$ cat src/rtl/sig_router_hs.sv
// sig_router_hs
// Registered signal router. One selected input channel is routed to one
// selected output channel through a single holding register. Both sides use
// valid/ready handshakes. The route is programmed through a config handshake.
// A route change passes through DRAIN, where any held beat is delivered on
// the old destination before the new route takes effect.
//
// Handshake rule, for every channel on every interface (cfg, in, out): a
// transfer happens on a rising clk edge where valid && ready are both high.
// A source holds valid and its payload stable until that edge. Readies here
// depend only on registered state and on out_ready, never on the same-side
// valid.
//
// Ports:
//   clk, rst_n     clock (rising edge) and asynchronous active-low reset
//   cfg_valid      route config request
//   cfg_src        input channel to select
//   cfg_dst        output channel to drive
//   cfg_ready      config accepted when cfg_valid && cfg_ready
//   in_data        NIN packed channels, channel i at [i*W +: W]
//   in_valid       per-input valid
//   in_ready       per-input ready (only the routed source can be high)
//   out_data       NOUT packed channels, channel j at [j*W +: W]
//   out_valid      per-output valid (only the routed destination can be high)
//   out_ready      per-output ready
//   route_active   high in state ROUTE
//   beat_count     completed output handshakes, wraps modulo 2^CW
//   state_dbg      current FSM state (0 IDLE, 1 ROUTE, 2 DRAIN)
module sig_router_hs #(
  parameter int NIN  = 4,
  parameter int NOUT = 4,
  parameter int W    = 4,
  parameter int CW   = 8
) (
  input  logic                       clk,
  input  logic                       rst_n,
  input  logic                       cfg_valid,
  input  logic [$clog2(NIN)-1:0]     cfg_src,
  input  logic [$clog2(NOUT)-1:0]    cfg_dst,
  output logic                       cfg_ready,
  input  logic [NIN*W-1:0]           in_data,
  input  logic [NIN-1:0]             in_valid,
  output logic [NIN-1:0]             in_ready,
  output logic [NOUT*W-1:0]          out_data,
  output logic [NOUT-1:0]            out_valid,
  input  logic [NOUT-1:0]            out_ready,
  output logic                       route_active,
  output logic [CW-1:0]              beat_count,
  output logic [1:0]                 state_dbg
);

  localparam int SW = $clog2(NIN);
  localparam int DW = $clog2(NOUT);

  typedef enum logic [1:0] {
    ST_IDLE  = 2'd0,
    ST_ROUTE = 2'd1,
    ST_DRAIN = 2'd2
  } state_t;

  state_t         state_q, state_d;
  logic [SW-1:0]  src_q, pend_src;
  logic [DW-1:0]  dst_q, pend_dst;
  logic [W-1:0]   hold_data;
  logic           hold_valid;

  logic           cfg_fire;
  logic           cfg_ok;
  logic           sel_in_valid;
  logic [W-1:0]   sel_in_data;
  logic           sel_out_ready;
  logic           slot_free;
  logic           in_fire;
  logic           out_fire;
  logic           drain_done;

  // Out-of-range selects still complete their handshake but never change
  // the route. Widening to int keeps the compare meaningful when NIN/NOUT
  // are not powers of two.
  assign cfg_fire      = cfg_valid && cfg_ready;
  assign cfg_ok        = (int'(cfg_src) < NIN) && (int'(cfg_dst) < NOUT);

  assign sel_in_valid  = in_valid[src_q];
  assign sel_in_data   = in_data[src_q*W +: W];
  assign sel_out_ready = out_ready[dst_q];

  // The holding register can take a new beat when it is empty or is being
  // emptied in the same cycle; this gives one beat per cycle when streaming.
  assign slot_free  = !hold_valid || sel_out_ready;
  assign in_fire    = (state_q == ST_ROUTE) && sel_in_valid && slot_free;
  assign out_fire   = hold_valid && sel_out_ready;

  // DRAIN may switch the route once nothing remains for the old destination
  // after this edge.
  assign drain_done = (state_q == ST_DRAIN) && (!hold_valid || out_fire);

  // State register
  always_ff @(posedge clk or negedge rst_n) begin
    if (!rst_n) begin
      state_q <= ST_IDLE;
    end else begin
      state_q <= state_d;
    end
  end

  // Next-state logic
  always_comb begin
    state_d = state_q;
    unique case (state_q)
      ST_IDLE:  if (cfg_fire && cfg_ok) state_d = ST_ROUTE;
      ST_ROUTE: if (cfg_fire && cfg_ok) state_d = ST_DRAIN;
      ST_DRAIN: if (drain_done)         state_d = ST_ROUTE;
      default:                          state_d = ST_IDLE;
    endcase
  end

  // Output logic
  always_comb begin
    cfg_ready    = (state_q != ST_DRAIN);
    route_active = (state_q == ST_ROUTE);
    in_ready     = '0;
    out_valid    = '0;
    out_data     = '0;
    if (state_q == ST_ROUTE) begin
      in_ready[src_q] = slot_free;
    end
    // The output side keeps running on dst_q in every state, so a beat held
    // when a reroute arrives still goes to its original destination.
    out_valid[dst_q]        = hold_valid;
    out_data[dst_q*W +: W]  = hold_data;
  end

  assign state_dbg = state_q;

  // Route selection and pending route
  always_ff @(posedge clk or negedge rst_n) begin
    if (!rst_n) begin
      src_q    <= '0;
      dst_q    <= '0;
      pend_src <= '0;
      pend_dst <= '0;
    end else begin
      if (state_q == ST_IDLE && cfg_fire && cfg_ok) begin
        src_q <= cfg_src;
        dst_q <= cfg_dst;
      end else if (drain_done) begin
        src_q <= pend_src;
        dst_q <= pend_dst;
      end
      if (state_q == ST_ROUTE && cfg_fire && cfg_ok) begin
        pend_src <= cfg_src;
        pend_dst <= cfg_dst;
      end
    end
  end

  // Holding register and beat counter. A load only happens when the slot is
  // free, so held data never changes while out_valid is high and stalled.
  always_ff @(posedge clk or negedge rst_n) begin
    if (!rst_n) begin
      hold_data  <= '0;
      hold_valid <= 1'b0;
      beat_count <= '0;
    end else begin
      if (in_fire) begin
        hold_data  <= sel_in_data;
        hold_valid <= 1'b1;
      end else if (out_fire) begin
        hold_valid <= 1'b0;
      end
      if (out_fire) begin
        beat_count <= beat_count + 1'b1;
      end
    end
  end

endmodule

$ cat config.mk
export PLATFORM = sky130hd
export DESIGN_NAME = sig_router_hs
export DESIGN_NICKNAME = d
export VERILOG_FILES = /design/src/rtl/sig_router_hs.sv
export SDC_FILE = /design/constraint.sdc
export NUM_CORES = 1
export LEC_CHECK = 0
export CAP_MARGIN = 40
export CORE_ASPECT_RATIO = 0.9
export CORE_MARGIN = 2
export CORE_UTILIZATION = 25
export DETAILED_ROUTE_END_ITERATION = 8
export DONT_BUFFER_PORTS = 1
export HOLD_SLACK_MARGIN = 0.12
export PLACE_DENSITY = 0.46
export SYNTH_ARGS = -nofsm -noshare
export SYNTH_HDL_FRONTEND = slang
export SYNTH_SLANG_ARGS = --single-unit
$ cat constraint.sdc
create_clock -name clk -period 4.3 [get_ports clk]
set_input_delay 0.86 -clock clk [delete_from_list [all_inputs] [get_ports clk]]
set_output_delay 0.86 -clock clk [all_outputs]
set_load 0.02 [all_outputs]
# After elaboration in Yosys (flattened, before gate mapping)

Cells that the tools add are included.

Add/subtract/negate cells: 2
$lt $le $gt $ge: 4
Eq/ne operators: 6
Shift-type cells: 3
Mux-type cells: 19
Bitwise operators: 3
Reductions and logical operators: 16

Operators by type and width:

| operator                                                                            | count |
|---|---|
| 4-bit negator with 34-bit output                                                    | 1 |
| 4-bit by 34-bit variable shift with 16-bit output, first input constant             | 1 |
| 4-bit by 34-bit variable part select with 16-bit output                             | 1 |
| 16-bit AND                                                                          | 1 |
| 16-bit by 5-bit variable part select with 4-bit output                              | 1 |
| 2-bit two-way mux                                                                   | 7 |
| 1-bit logical AND                                                                   | 9 |
| 8-bit by 1-bit adder with 8-bit output, second input constant                       | 1 |
| 4-bit AND                                                                           | 2 |
| 2-bit by 3-bit less-than comparator with 1-bit output, second input constant        | 2 |
| 1-bit two-way mux                                                                   | 6 |
| 2-bit != test, second input constant                                                | 3 |
| 2-bit case mux with 3 select lines                                                  | 1 |
| 1-bit binary-select mux with 2-bit select                                           | 2 |
| 1-bit demux with 2-bit select                                                       | 2 |
| 2-bit by 1-bit greater-or-equal comparator with 1-bit output, second input constant | 2 |
| 4-bit two-way mux                                                                   | 1 |
| 2-bit nonzero test                                                                  | 2 |
| 3-bit AND reduction                                                                 | 1 |
| 2-bit by 1-bit == test with 1-bit output, second input constant                     | 1 |
| 2-bit == test, second input constant                                                | 1 |
| 2-bit zero test                                                                     | 1 |
| 1-bit logical OR                                                                    | 2 |
| 2-bit by 1-bit != test with 1-bit output, second input constant                     | 1 |
| 1-bit zero test                                                                     | 1 |

Register bits: 23
Bits of input ports: 31
Output and inout bits: 36
Word-level logic and storage cells: 61

# Logic depth before layout (Yosys ltp)

Depth in word-level cells: 7
Depth in mapped cells: 6
Mapped depth without buffers: 5

# Least setup slack after synthesis

No wires, ideal clock.

Path kind: input -> output
Start point: in out_ready[3]
End point: out in_ready[0]
Data arrival time: 1.901 ns
Data required time: 3.440 ns
Slack: 1.539 ns
Cell stages on the path: 5
Buffers on the path: 1
Path through: mux2i_1 -> a22oi_4 -> buf_6 -> nand2_1 -> nor3_1

Longest elaborated chain between the ends: 5

RTL lines:

| what                                      | RTL line | source |
|---|---|---|
| from (decl)                               | 46       | `input logic [NOUT-1:0] out_ready,` |
| 1-bit binary-select mux with 2-bit select | 85       | `assign sel_out_ready = out_ready[dst_q];` |
| 1-bit two-way mux (implied by the code)   | 85       |  |
| 1-bit logical OR                          | 89       | `assign slot_free = !hold_valid \|\| sel_out_ready;` |
| 4-bit AND (no source line)                | n/a      |  |
| 4-bit two-way mux                         | 124      | `if (state_q == ST_ROUTE) begin` |
| to (decl)                                 | 43       | `output logic [NIN-1:0] in_ready,` |

No other way between the ends. The select of a mux whose other input is x is not followed.

# Worst setup path after layout

Start point: reg dst_q[0]
End point: out out_data[13]

Longest elaborated chain between the ends: 3
Elaborated cells between the ends (all ways): 4
Classes of those cells: 1 x add/sub; 2 x shift; 1 x bitwise

RTL lines:

| what                                                                                                                         | RTL line | source |
|---|---|---|
| from (decl)                                                                                                                  | 63       | `logic [DW-1:0] dst_q, pend_dst;` |
| from (signal assigned)                                                                                                       | 145      | `dst_q <= cfg_dst;` |
| from (signal assigned)                                                                                                       | 148      | `dst_q <= pend_dst;` |
| 4-bit negator with 34-bit output *                                                                                           | 130      | `out_data[dst_q*W +: W] = hold_data;` |
| 4-bit by 34-bit variable part select with 16-bit output or 4-bit by 34-bit variable shift with 16-bit output (tied branches) | 130      |  |
| 16-bit AND (no source line) *                                                                                                | n/a      |  |
| to (decl)                                                                                                                    | 44       | `output logic [NOUT*W-1:0] out_data,` |

Mark *: on every way between the ends. The rest lies on a longest branch, timed or not.

==> impl_metrics.toml <==
[outcome]
status = "complete, no violations"

[final_layout]
layout_commonest_cell = "dfrtp_1"
fin_nets = 186
diodes = 0
fillerInstances = 619
drive_gt1_share_pct = 17.2
regArea_um2 = 576
multi_input_area_um2 = 963
utilization_pct = 28.0
area_delta_synth_final_pct = 8.07
most-common-layout-cells = "23 x dfrtp_1, 21 x and2_1, 10 x nand2_1, 9 x ha_1, 7 x xnor2_1"

[route]
ant_nets = 0
firstDrtPassIters = 4
viasPerCell = 4.64
num_vias = 1077
wl_per_cell_um = 15.2
first_iter_violations = 39
wirelength_um = 3530
drc_errors = 0

[sta]
hold_ws_ns = 0.287
slew_viol_final = 0
period_minus_slack_ns = 3.11
rsz0062_at_grt = "no"
setup_viol = 0
setup_slack_ns = 1.19
period_share_pct = 72.4
tns_ns = 0
fmax_mhz = 321
clock_skew_ns = 0.00333
relSlewSlack_pct = 57.1
worstMarginPinSlew_ns = 0.639
final_hold_viol_count = 0

[synthesis]
yosys_warnings = 0
ys.flop_type = "dfrtp_1"
synth_cells = 145
async_flop_share_pct = 100
synth_cell_types = 38
synth_edf_count = 0
ys_seq_elements = 23
synth.avg_cell_area_um2 = 10.9
syn-num-nets = 185
syn_area_um2 = 1580
ys_seq_area_share_pct = 36.4

[critical_path]
critical_path_class = "flop to primary output"
cp_slowest_cell = "dfrtp_1"
critPathLaunchType = "flop"
cp.required_ns = 3.44
cp_slowest_stage_delay_ns = 0.57
critPathMaxFanout = 12
path_delay_family = "simple AND/OR/NAND/NOR gates"
critPathBufInv = 1
cp-end-kind = "primary output"
path_cells = "inv_1, ha_1, nor4b_1, and2_1"
cp.arrival_ns = 2.25

[pwr]
ir_drop_v = 0.000149
p_per_area_nw_per_um2 = 720
power_leakage_nw = 0.727

[cts]
cts.htree.levels = 1
post_cts_resized = 0
cts-root-buf = "clkbuf_8"
cts_hold_buf = 0
numClockSinks = 23
cts_buffer_depth = 2
cts_setup_buffers = 0
insertion_delay_ns = 0.26
numCtsBuffers = 3
cts_tree = "built"
path_clk_slew_ns = 0.08

[global_routing]
grt_max_degree = 24
first_global_vias = 1072
antenna_found_initial = 0
grt_pass1_wl_um = 5520
grt_usage_pct = 10.1
grt_remaining_overflow = 0

[floorplanning]
fp-row-count = 27
ios = 67
initial_core_util_pct = 25.9
fp.dieH_um = 79.5
core_um2 = 6110
dieArea_um2 = 6980
die_width_um = 87.8

[placement]
gp_congestion = 0.783
dpl.hpwl_um = 2930
dp_slack_ns = 1.37
io_buffers = 0

[worst_hold_path]
hp-class = "input pin to asynchronous set/reset pin"

[job]
drv_cap = 0
[power by group]
group / total (mW) / internal, mW / switching [mW]
Sequential: 0.518 / 0.310 / 0.207
Clock: 0.130 / 0.0645 / 0.0653
Combinational: 0.583 / 0.287 / 0.296
Total: 1.23 / 0.662 / 0.569
[per-stage QoR]
step	cells	area [µm²]	power, mW
2_1_floorplan	145	1580	1.00
6_report	232	1710	1.23
3_5_place_dp	228	1660	1.11
4_1_cts	232	1710	1.24
5_1_grt	232	1710	1.33
3_3_place_gp	228	1660	1.08
[worst reg2reg max path: stages (launching register included)]
cell and delay, ns:
dfrtp_1 0.57, mux2i_1 0.56, a22oi_4 0.21, o21ai_4 0.17, mux2_4 0.32
[sequential cells by signal, summed over array words and instances (netlist names)]
register and flops:
beat_count 8, pend_dst 2, hold_valid 1, state_dbg 2
hold_data 4, dst_q 2, src_q 2, pend_src 2
[logic make-up after synthesis]
kind of cell	count (synthesis)	share of synthesized area, %
buffers and inverters	8	2.69
adder cells (fa/ha/maj)	9	7.12
AND/OR/NAND/NOR	64	24.0
flip-flops	23	36.4
AO/OA/AOI/OAI	16	9.49
multiplexers	17	15.9
XOR/XNOR	8	4.43
[layer usage]
metal / share of wire [%] / routed length [µm] / vias to the layer above / global-route usage (%)
met5: 0 / 0 / - / 0
met4: 0.88 / 31 / 0 / 3.23
met3: 8.7 / 309 / 2 / 3.21
met2: 48 / 1710 / 37 / 16.6
met1: 42 / 1480 / 521 / 12.6
li1: - / - / 517 / -
[final timing paths]
check                                     to  cells past startpoint  slack (ns)         from
worst max-delay path            out_data[13]                      4        1.19     dst_q[0]
worst min-delay path            state_dbg[0]                      0        0.29        rst_n
worst max register to register  hold_data[2]                      4        2.37     dst_q[1]
worst min register to register   pend_src[1]                      1        0.52  pend_src[1]
max in group asynchronous           dst_q[1]                      0        3.94        rst_n
min in group clk                 pend_src[1]                      1        0.52  pend_src[1]
[layout make-up]
class	count	share of cell area [%]
multi-input combinational	114	56.4
sequential	23	33.7
tap	87	6.37
clock buffer	3	2.42
inverter	4	0.878
clock inverter	1	0.293
[cell usage after synthesis (2+ instances only)]
cell | number | area share [%]
dfrtp_1 | 23 | 36
and2_1 | 21 | 8.3
nand2_1 | 10 | 2.4
ha_1 | 9 | 7.1
xnor2_1 | 7 | 3.9
mux2_2 | 6 | 4.3
a2bb2oi_1 | 5 | 2.8
nand3_1 | 5 | 1.6
nand4_1 | 5 | 2.0
inv_1 | 4 | 0.95
mux2_4 | 4 | 3.8
mux4_2 | 4 | 5.7
nor3_1 | 4 | 1.3
and3_1 | 3 | 1.2
nand2b_1 | 3 | 1.2
nor2_1 | 3 | 0.71
nor2b_1 | 3 | 1.2
o211ai_1 | 3 | 1.4
a21oi_1 | 2 | 0.63
mux2i_1 | 2 | 1.3
o21ai_0 | 2 | 0.63
Power figures use the tool's default switching activity.
